## src/rtl/pipe_hazard_ctrl_pkg.sv

```systemverilog
// Shared types and defaults for the pipeline hazard controller.
package pipe_ctrl_pkg;

  localparam int REG_W_DEF = 5;
  localparam int CNT_W_DEF = 32;

  // Accelerator handshake phases
  typedef enum logic [1:0] {
    IDLE = 2'd0,
    REQ  = 2'd1,
    WAIT = 2'd2,
    DONE = 2'd3
  } acc_state_t;

endpackage

```

## src/rtl/pipe_hazard_ctrl_if.sv

```systemverilog
// Bundle of pipeline status inputs, accelerator handshake and stage controls.
interface pipe_hazard_ctrl_if #(
  parameter int REG_W = 5,
  parameter int CNT_W = 32
);
  logic [REG_W-1:0] id_rs1;
  logic [REG_W-1:0] id_rs2;
  logic             id_use_rs1;
  logic             id_use_rs2;
  logic [REG_W-1:0] ex_rd;
  logic             ex_mem_read;
  logic             ex_redirect;
  logic             ex_acc_op;
  logic             mem_wait;
  logic             acc_ready;
  logic             acc_done;
  logic             acc_start;
  logic             pc_stall;
  logic             stall_d;
  logic             bubble_d;
  logic             stall_e;
  logic             bubble_e;
  logic             stall_m;
  logic             bubble_m;
  logic             stall_w;
  logic             bubble_w;
  logic [CNT_W-1:0] stall_cnt;
  logic [CNT_W-1:0] flush_cnt;

  // Pipeline / environment side
  modport master (
    output id_rs1, id_rs2, id_use_rs1, id_use_rs2, ex_rd, ex_mem_read,
           ex_redirect, ex_acc_op, mem_wait, acc_ready, acc_done,
    input  acc_start, pc_stall, stall_d, bubble_d, stall_e, bubble_e,
           stall_m, bubble_m, stall_w, bubble_w, stall_cnt, flush_cnt
  );

  // Controller side
  modport slave (
    input  id_rs1, id_rs2, id_use_rs1, id_use_rs2, ex_rd, ex_mem_read,
           ex_redirect, ex_acc_op, mem_wait, acc_ready, acc_done,
    output acc_start, pc_stall, stall_d, bubble_d, stall_e, bubble_e,
           stall_m, bubble_m, stall_w, bubble_w, stall_cnt, flush_cnt
  );
endinterface

```

## src/rtl/pipe_hazard_ctrl_acc_handshake_fsm.sv

```systemverilog
// Accelerator request/completion handshake.
// state | meaning
// IDLE  | no accelerator op outstanding; requests as soon as one reaches EX
// REQ   | acc_start held, waiting for acc_ready
// WAIT  | accepted, waiting for the acc_done pulse
// DONE  | acc_done seen during a memory wait; releases when mem_wait drops
module acc_handshake_fsm
  import pipe_ctrl_pkg::*;
(
  input  logic clk,
  input  logic rst,
  input  logic ex_acc_op,
  input  logic acc_ready,
  input  logic acc_done,
  input  logic mem_wait,
  output logic acc_start,
  output logic acc_busy,
  output logic acc_release
);

  acc_state_t state, state_nxt;

  // State register
  always_ff @(posedge clk) begin
    if (rst) state <= IDLE;
    else     state <= state_nxt;
  end

  // Next state and handshake flags
  always_comb begin
    state_nxt   = state;
    acc_start   = 1'b0;
    acc_busy    = 1'b0;
    acc_release = 1'b0;
    case (state)
      IDLE: begin
        acc_start = ex_acc_op;
        acc_busy  = ex_acc_op;
        if (ex_acc_op) state_nxt = acc_ready ? WAIT : REQ;
      end
      REQ: begin
        acc_start = 1'b1;
        acc_busy  = 1'b1;
        if (acc_ready) state_nxt = WAIT;
      end
      WAIT: begin
        acc_busy = 1'b1;
        if (acc_done) begin
          acc_release = ~mem_wait;
          state_nxt   = mem_wait ? DONE : IDLE;
        end
      end
      DONE: begin
        if (!mem_wait) state_nxt = IDLE;
      end
      default: state_nxt = IDLE;
    endcase
  end

endmodule

```

## src/rtl/pipe_hazard_ctrl.sv

```systemverilog
// Pipeline hazard controller: priority resolver, load-use detect, perf counters.
module pipe_hazard_ctrl
  import pipe_ctrl_pkg::*;
#(
  parameter int REG_W = REG_W_DEF,
  parameter int CNT_W = CNT_W_DEF
) (
  input logic             clk,
  input logic             rst,
  pipe_hazard_ctrl_if.slave bus
);

  logic acc_start_raw;
  logic acc_busy;
  logic acc_release;
  logic load_use;
  logic flush_apply;
  logic pc_stall_c;
  logic [CNT_W-1:0] stall_cnt_q;
  logic [CNT_W-1:0] flush_cnt_q;

  acc_handshake_fsm u_acc_fsm (
    .clk         (clk),
    .rst         (rst),
    .ex_acc_op   (bus.ex_acc_op),
    .acc_ready   (bus.acc_ready),
    .acc_done    (bus.acc_done),
    .mem_wait    (bus.mem_wait),
    .acc_start   (acc_start_raw),
    .acc_busy    (acc_busy),
    .acc_release (acc_release)
  );

  // Load-use: a load in EX writing a register the ID instruction reads (x0 never hazards)
  always_comb begin
    load_use = bus.ex_mem_read && (bus.ex_rd != REG_W'(0)) &&
               ((bus.id_use_rs1 && (bus.id_rs1 == bus.ex_rd)) ||
                (bus.id_use_rs2 && (bus.id_rs2 == bus.ex_rd)));
  end

  // Priority resolver; a blocked redirect stays in EX and is applied once unblocked
  always_comb begin
    pc_stall_c   = 1'b0;
    bus.stall_d  = 1'b0;
    bus.bubble_d = 1'b0;
    bus.stall_e  = 1'b0;
    bus.bubble_e = 1'b0;
    bus.stall_m  = 1'b0;
    bus.bubble_m = 1'b0;
    bus.stall_w  = 1'b0;
    bus.bubble_w = 1'b0;
    flush_apply  = 1'b0;
    if (rst) begin
      bus.bubble_d = 1'b1;
      bus.bubble_e = 1'b1;
      bus.bubble_m = 1'b1;
      bus.bubble_w = 1'b1;
    end else if (bus.mem_wait) begin
      pc_stall_c   = 1'b1;
      bus.stall_d  = 1'b1;
      bus.stall_e  = 1'b1;
      bus.stall_m  = 1'b1;
      bus.bubble_w = 1'b1;
    end else if (acc_busy && !acc_release) begin
      pc_stall_c   = 1'b1;
      bus.stall_d  = 1'b1;
      bus.stall_e  = 1'b1;
      bus.bubble_m = 1'b1;
    end else if (bus.ex_redirect) begin
      bus.bubble_d = 1'b1;
      bus.bubble_e = 1'b1;
      flush_apply  = 1'b1;
    end else if (load_use) begin
      pc_stall_c   = 1'b1;
      bus.stall_d  = 1'b1;
      bus.bubble_e = 1'b1;
    end
  end

  // Free-running performance counters, wrap naturally
  always_ff @(posedge clk) begin
    if (rst) begin
      stall_cnt_q <= '0;
      flush_cnt_q <= '0;
    end else begin
      stall_cnt_q <= stall_cnt_q + CNT_W'(pc_stall_c);
      flush_cnt_q <= flush_cnt_q + CNT_W'(flush_apply);
    end
  end

  assign bus.pc_stall  = pc_stall_c;
  assign bus.acc_start = acc_start_raw & ~rst;
  assign bus.stall_cnt = stall_cnt_q;
  assign bus.flush_cnt = flush_cnt_q;

endmodule

```

## src/flat_wrapper.sv

```systemverilog
// flat-port wrapper written by rule: the top's interface ports become plain ports
module pipe_hazard_ctrl_flat import pipe_ctrl_pkg::*;
#(
  parameter int REG_W = REG_W_DEF,
  parameter int CNT_W = CNT_W_DEF
)
  (clk, rst, bus_id_rs1, bus_id_rs2, bus_id_use_rs1, bus_id_use_rs2, bus_ex_rd, bus_ex_mem_read, bus_ex_redirect, bus_ex_acc_op, bus_mem_wait, bus_acc_ready, bus_acc_done, bus_acc_start, bus_pc_stall, bus_stall_d, bus_bubble_d, bus_stall_e, bus_bubble_e, bus_stall_m, bus_bubble_m, bus_stall_w, bus_bubble_w, bus_stall_cnt, bus_flush_cnt);
  pipe_hazard_ctrl_if #(.REG_W(REG_W), .CNT_W(CNT_W)) bus_i ();
  input logic clk;
  input logic rst;
  input wire logic [$bits(bus_i.id_rs1)-1:0] bus_id_rs1;
  input wire logic [$bits(bus_i.id_rs2)-1:0] bus_id_rs2;
  input wire logic [$bits(bus_i.id_use_rs1)-1:0] bus_id_use_rs1;
  input wire logic [$bits(bus_i.id_use_rs2)-1:0] bus_id_use_rs2;
  input wire logic [$bits(bus_i.ex_rd)-1:0] bus_ex_rd;
  input wire logic [$bits(bus_i.ex_mem_read)-1:0] bus_ex_mem_read;
  input wire logic [$bits(bus_i.ex_redirect)-1:0] bus_ex_redirect;
  input wire logic [$bits(bus_i.ex_acc_op)-1:0] bus_ex_acc_op;
  input wire logic [$bits(bus_i.mem_wait)-1:0] bus_mem_wait;
  input wire logic [$bits(bus_i.acc_ready)-1:0] bus_acc_ready;
  input wire logic [$bits(bus_i.acc_done)-1:0] bus_acc_done;
  output wire logic [$bits(bus_i.acc_start)-1:0] bus_acc_start;
  output wire logic [$bits(bus_i.pc_stall)-1:0] bus_pc_stall;
  output wire logic [$bits(bus_i.stall_d)-1:0] bus_stall_d;
  output wire logic [$bits(bus_i.bubble_d)-1:0] bus_bubble_d;
  output wire logic [$bits(bus_i.stall_e)-1:0] bus_stall_e;
  output wire logic [$bits(bus_i.bubble_e)-1:0] bus_bubble_e;
  output wire logic [$bits(bus_i.stall_m)-1:0] bus_stall_m;
  output wire logic [$bits(bus_i.bubble_m)-1:0] bus_bubble_m;
  output wire logic [$bits(bus_i.stall_w)-1:0] bus_stall_w;
  output wire logic [$bits(bus_i.bubble_w)-1:0] bus_bubble_w;
  output wire logic [$bits(bus_i.stall_cnt)-1:0] bus_stall_cnt;
  output wire logic [$bits(bus_i.flush_cnt)-1:0] bus_flush_cnt;
  assign bus_i.id_rs1 = bus_id_rs1;
  assign bus_i.id_rs2 = bus_id_rs2;
  assign bus_i.id_use_rs1 = bus_id_use_rs1;
  assign bus_i.id_use_rs2 = bus_id_use_rs2;
  assign bus_i.ex_rd = bus_ex_rd;
  assign bus_i.ex_mem_read = bus_ex_mem_read;
  assign bus_i.ex_redirect = bus_ex_redirect;
  assign bus_i.ex_acc_op = bus_ex_acc_op;
  assign bus_i.mem_wait = bus_mem_wait;
  assign bus_i.acc_ready = bus_acc_ready;
  assign bus_i.acc_done = bus_acc_done;
  assign bus_acc_start = bus_i.acc_start;
  assign bus_pc_stall = bus_i.pc_stall;
  assign bus_stall_d = bus_i.stall_d;
  assign bus_bubble_d = bus_i.bubble_d;
  assign bus_stall_e = bus_i.stall_e;
  assign bus_bubble_e = bus_i.bubble_e;
  assign bus_stall_m = bus_i.stall_m;
  assign bus_bubble_m = bus_i.bubble_m;
  assign bus_stall_w = bus_i.stall_w;
  assign bus_bubble_w = bus_i.bubble_w;
  assign bus_stall_cnt = bus_i.stall_cnt;
  assign bus_flush_cnt = bus_i.flush_cnt;
  pipe_hazard_ctrl #(.REG_W(REG_W), .CNT_W(CNT_W)) u_core (.clk(clk), .rst(rst), .bus(bus_i));
endmodule
```

## config.mk

```make
export PLATFORM = sky130hd
export DESIGN_NAME = pipe_hazard_ctrl_flat
export DESIGN_NICKNAME = d
export VERILOG_FILES = /design/src/rtl/pipe_hazard_ctrl_pkg.sv /design/src/rtl/pipe_hazard_ctrl_if.sv /design/src/rtl/pipe_hazard_ctrl_acc_handshake_fsm.sv /design/src/rtl/pipe_hazard_ctrl.sv /design/src/flat_wrapper.sv
export SDC_FILE = /design/constraint.sdc
export NUM_CORES = 1
export LEC_CHECK = 0
export BUFFER_PORTS_ARGS = -buffer_cell sky130_fd_sc_hd__buf_2
export CAP_MARGIN = 30
export CORE_MARGIN = 3
export CORE_UTILIZATION = 40
export DETAILED_ROUTE_END_ITERATION = 7
export SETUP_SLACK_MARGIN = 0.1
export SLEW_MARGIN = 20
export SYNTH_ARGS = -nofsm -noshare
export SYNTH_HDL_FRONTEND = slang
export SYNTH_SLANG_ARGS = --single-unit
```

## constraint.sdc

```tcl
create_clock -name clk -period 5.1 [get_ports clk]
set_input_delay 1.02 -clock clk [delete_from_list [all_inputs] [get_ports clk]]
set_output_delay 1.02 -clock clk [all_outputs]
set_load 0.005 [all_outputs]
```

==> results.md <==
- Post-cts hold buffer count: 0
- Min-Delay Path Class: flip-flop to flip-flop
- Min cycle time layout: between 3 and 4 ns
- Initial antenna violation count: 0
- Mux contribution to synthesized area: under 10%
- MaxCap Viol Count: 0
- Crit end category: flip-flop
- Hold WS: roughly 0.49 ns
- Postcts setup bufs: 0
- Most common cell after layout, fill and taps aside: buf_2
- Unique masters post-synth: 39
- Syn Inst Count: 407
- Yosys reg bits: between 60 and 70
- Global route total overflow: 0
- Register area share after synthesis: between 30% and 40%
- Synth Flop Type: dfxtp_1
- Largest family of logic cells by synthesized area: simple AND/OR/NAND/NOR gates
- Setup slack, reg-to-reg: around 1.6 ns
- Setup Crit Path Kind: input port to flip-flop
- Post-route DRC: 0
- Via count: around 3300
- Post-synth EDFFs: 0
- Synth Area in XOR/XNOR: ~8.4%
- Critical path arrival: 4.02 ns
- Largest net degree at the start of global routing: 68
- PwrDens: 267 nW/um^2
- Ys async rst share: 0%
- WL/cell: roughly 14 um
- Setup TNS: 0 ns
- Post-DRT Antenna Nets: 0
- Max Clk Rate: around 270 MHz
- Final Hold Violating Endpoints: 0
- Max_slew headroom: 54.6%
- Nets: 528
- Worst Skew: approximately 0.0094 ns
- Total power: around 1.1 mW
- DP HPWL: 5.88 mm
- Setup violators final: 0
- Die Y: a little under 100 um
- Starting density of the core: between 40% and 50%
- CTS H-tree depth: 3
- Worst skew pair latency: about 0.34 ns
- Sink Count: 66
- CTS tree: built
- Vias in the first global route: roughly 3100
- Clk slew on worst S/H paths: 0.07 ns
- IO Pins: 99
- ANT cells: 0
- Area Overhead vs Synth: 20.5%
- Row Count: 33
- Number of buffers added on ports: 97
- Mean Syn Cell Area: around 8.4 sq um
- DRT Wirelength: a little over 8 mm
- Die width: approximately 99 um
- Fin crit share: between 70% and 80%
- VDD IR max: about 140 uV
- Post-Synth Adder-Cell Area: 3.64%
- Die ar.: ~9700 sq um
- Post-CTS resize count: 0
- DR iter-0 viols: between 100 and 150
- Clk buf depth: 2
- CP Launch Type: input port
- Leak: roughly 1.7 nW
- Cts bufs inserted: 9
- Share of layout cells above drive strength 1: about a quarter
- Total track usage: between 10% and 20%
- Worst-path fanout max: 9
- CORE AREA: 8300 sq um
- Most frequent cells in the layout: buf_2, dfxtp_1, a21oi_1
- First-pass GRT wire length: ~14 mm
- Root buf cell: clkbuf_8
- RePlAce Congestion: between 0.7 and 0.8
- Pins Over Slew Limit: 0
- Critical Path RT: roughly 5.4 ns
- Status: complete, no violations
- Synth Warn #: 0
- Synth Area in Compound Gates: between 10% and 20%
- Post-synthesis net count: ~440
- Number of vias per cell: 5.53
- TritonRoute pass-1 iters: 4
- Synth Area in Simple Gates: 29.5%
- RSZ-0062 raised after global routing: false
- Worst-Margin Slew: ~0.7 ns
- Synthesized area: approximately 3400 sq um
==> metal layers <==
layer / up-vias / wire [um] / global-route usage (%)
met2: 98 / 3850 / 28.8
li1: 1662 / - / -
met1: 1553 / 3710 / 20.9
met3: 15 / 587 / 5.59
met5: - / 0 / 0
met4: 0 / 129 / 6.93
==> worst max-delay path, cell delays in order <==
cell and delay (ns):
buf_2 0.12, xor2_1 0.15, nor4_1 0.33, a32oi_1 0.13, o22ai_1 0.24, ha_1 0.24, ha_1 0.24, nand4_2 0.25
or4_1 0.69, or4_1 0.44, a21oi_1 0.16
==> logic make-up (layout without fill, tap and decap cells) <==
logic type	count (synthesis)	after routing
xor gates and xnor gates	33	33
other	1	1
muxes	6	6
buffers and inverters	38	128
adders and majority gates	10	10
and+or+nand+nor	177	177
AOI/OAI and AO/OA	76	76
DFF	66	66
==> state kept, by name, indices dropped and copies added (netlist names) <==
name,flops
u_core.bus.flush_cnt,32
u_core.bus.stall_cnt,32
u_core.u_acc_fsm.state,2
==> final timing paths <==
check / start / to / cells after the start
worst max-delay path: bus_ex_rd[3] / u_core.bus.stall_cnt[26] / 11
worst min-delay path: u_core.bus.flush_cnt[31] / u_core.bus.flush_cnt[31] / 2
worst max register to register: u_core.u_acc_fsm.state[0] / u_core.bus.stall_cnt[26] / 11
worst min register to register: u_core.bus.flush_cnt[31] / u_core.bus.flush_cnt[31] / 2
==> power by group <==
group	switching (mW)	internal (mW)	total, mW
Sequential	0.0115	0.527	0.538
Clock	0.194	0.235	0.430
Combinational	0.0738	0.0635	0.137
==> synth_stat cells (4+ instances only) <==
cell type,n,area share (%)
a21oi_1,36,5.2
and4_1,9,2.3
buf_1,4,0.44
clkbuf_1,14,1.5
dfxtp_1,66,38
ha_1,10,3.6
inv_1,15,1.6
mux2_2,6,2.0
nand2_1,21,2.3
nand3_1,16,2.3
nand4_1,20,3.6
nor2_1,35,3.8
nor2b_1,10,1.8
nor3_1,10,1.5
nor4_1,4,0.73
o21ai_0,11,1.6
o31ai_1,22,4.8
or3_1,12,2.2
or4_1,26,5.7
xnor2_1,10,2.5
xor2_1,23,5.9
==> per-stage QoR <==
| stage | util, % | setup slack [ns] | area (sq um) | instances |
|---|---|---|---|---|
| after floorplan | - | 1.39 | 3440 | 407 |
| after CTS | 49.9 | 1.38 | 4140 | 602 |
| after detailed placement | 47.7 | 1.03 | 3960 | 587 |
| after global routing | 49.9 | 1.11 | 4140 | 602 |
| final | 49.9 | 1.34 | 4140 | 602 |
| after global placement | 47.7 | 1.14 | 3960 | 587 |
==> layout make-up <==
| type | count | area [sq um] |
|---|---|---|
| multi-input cells | 303 | 1950 |
| flip-flops and latches | 66 | 1320 |
| clock buffers | 12 | 145 |
| well taps | 105 | 131 |
| clock inverters | 3 | 40.0 |
| fillers | 853 | 4160 |
| repair buffers | 98 | 493 |
| inverters | 15 | 56.3 |
Power figures use the tool's default switching activity.
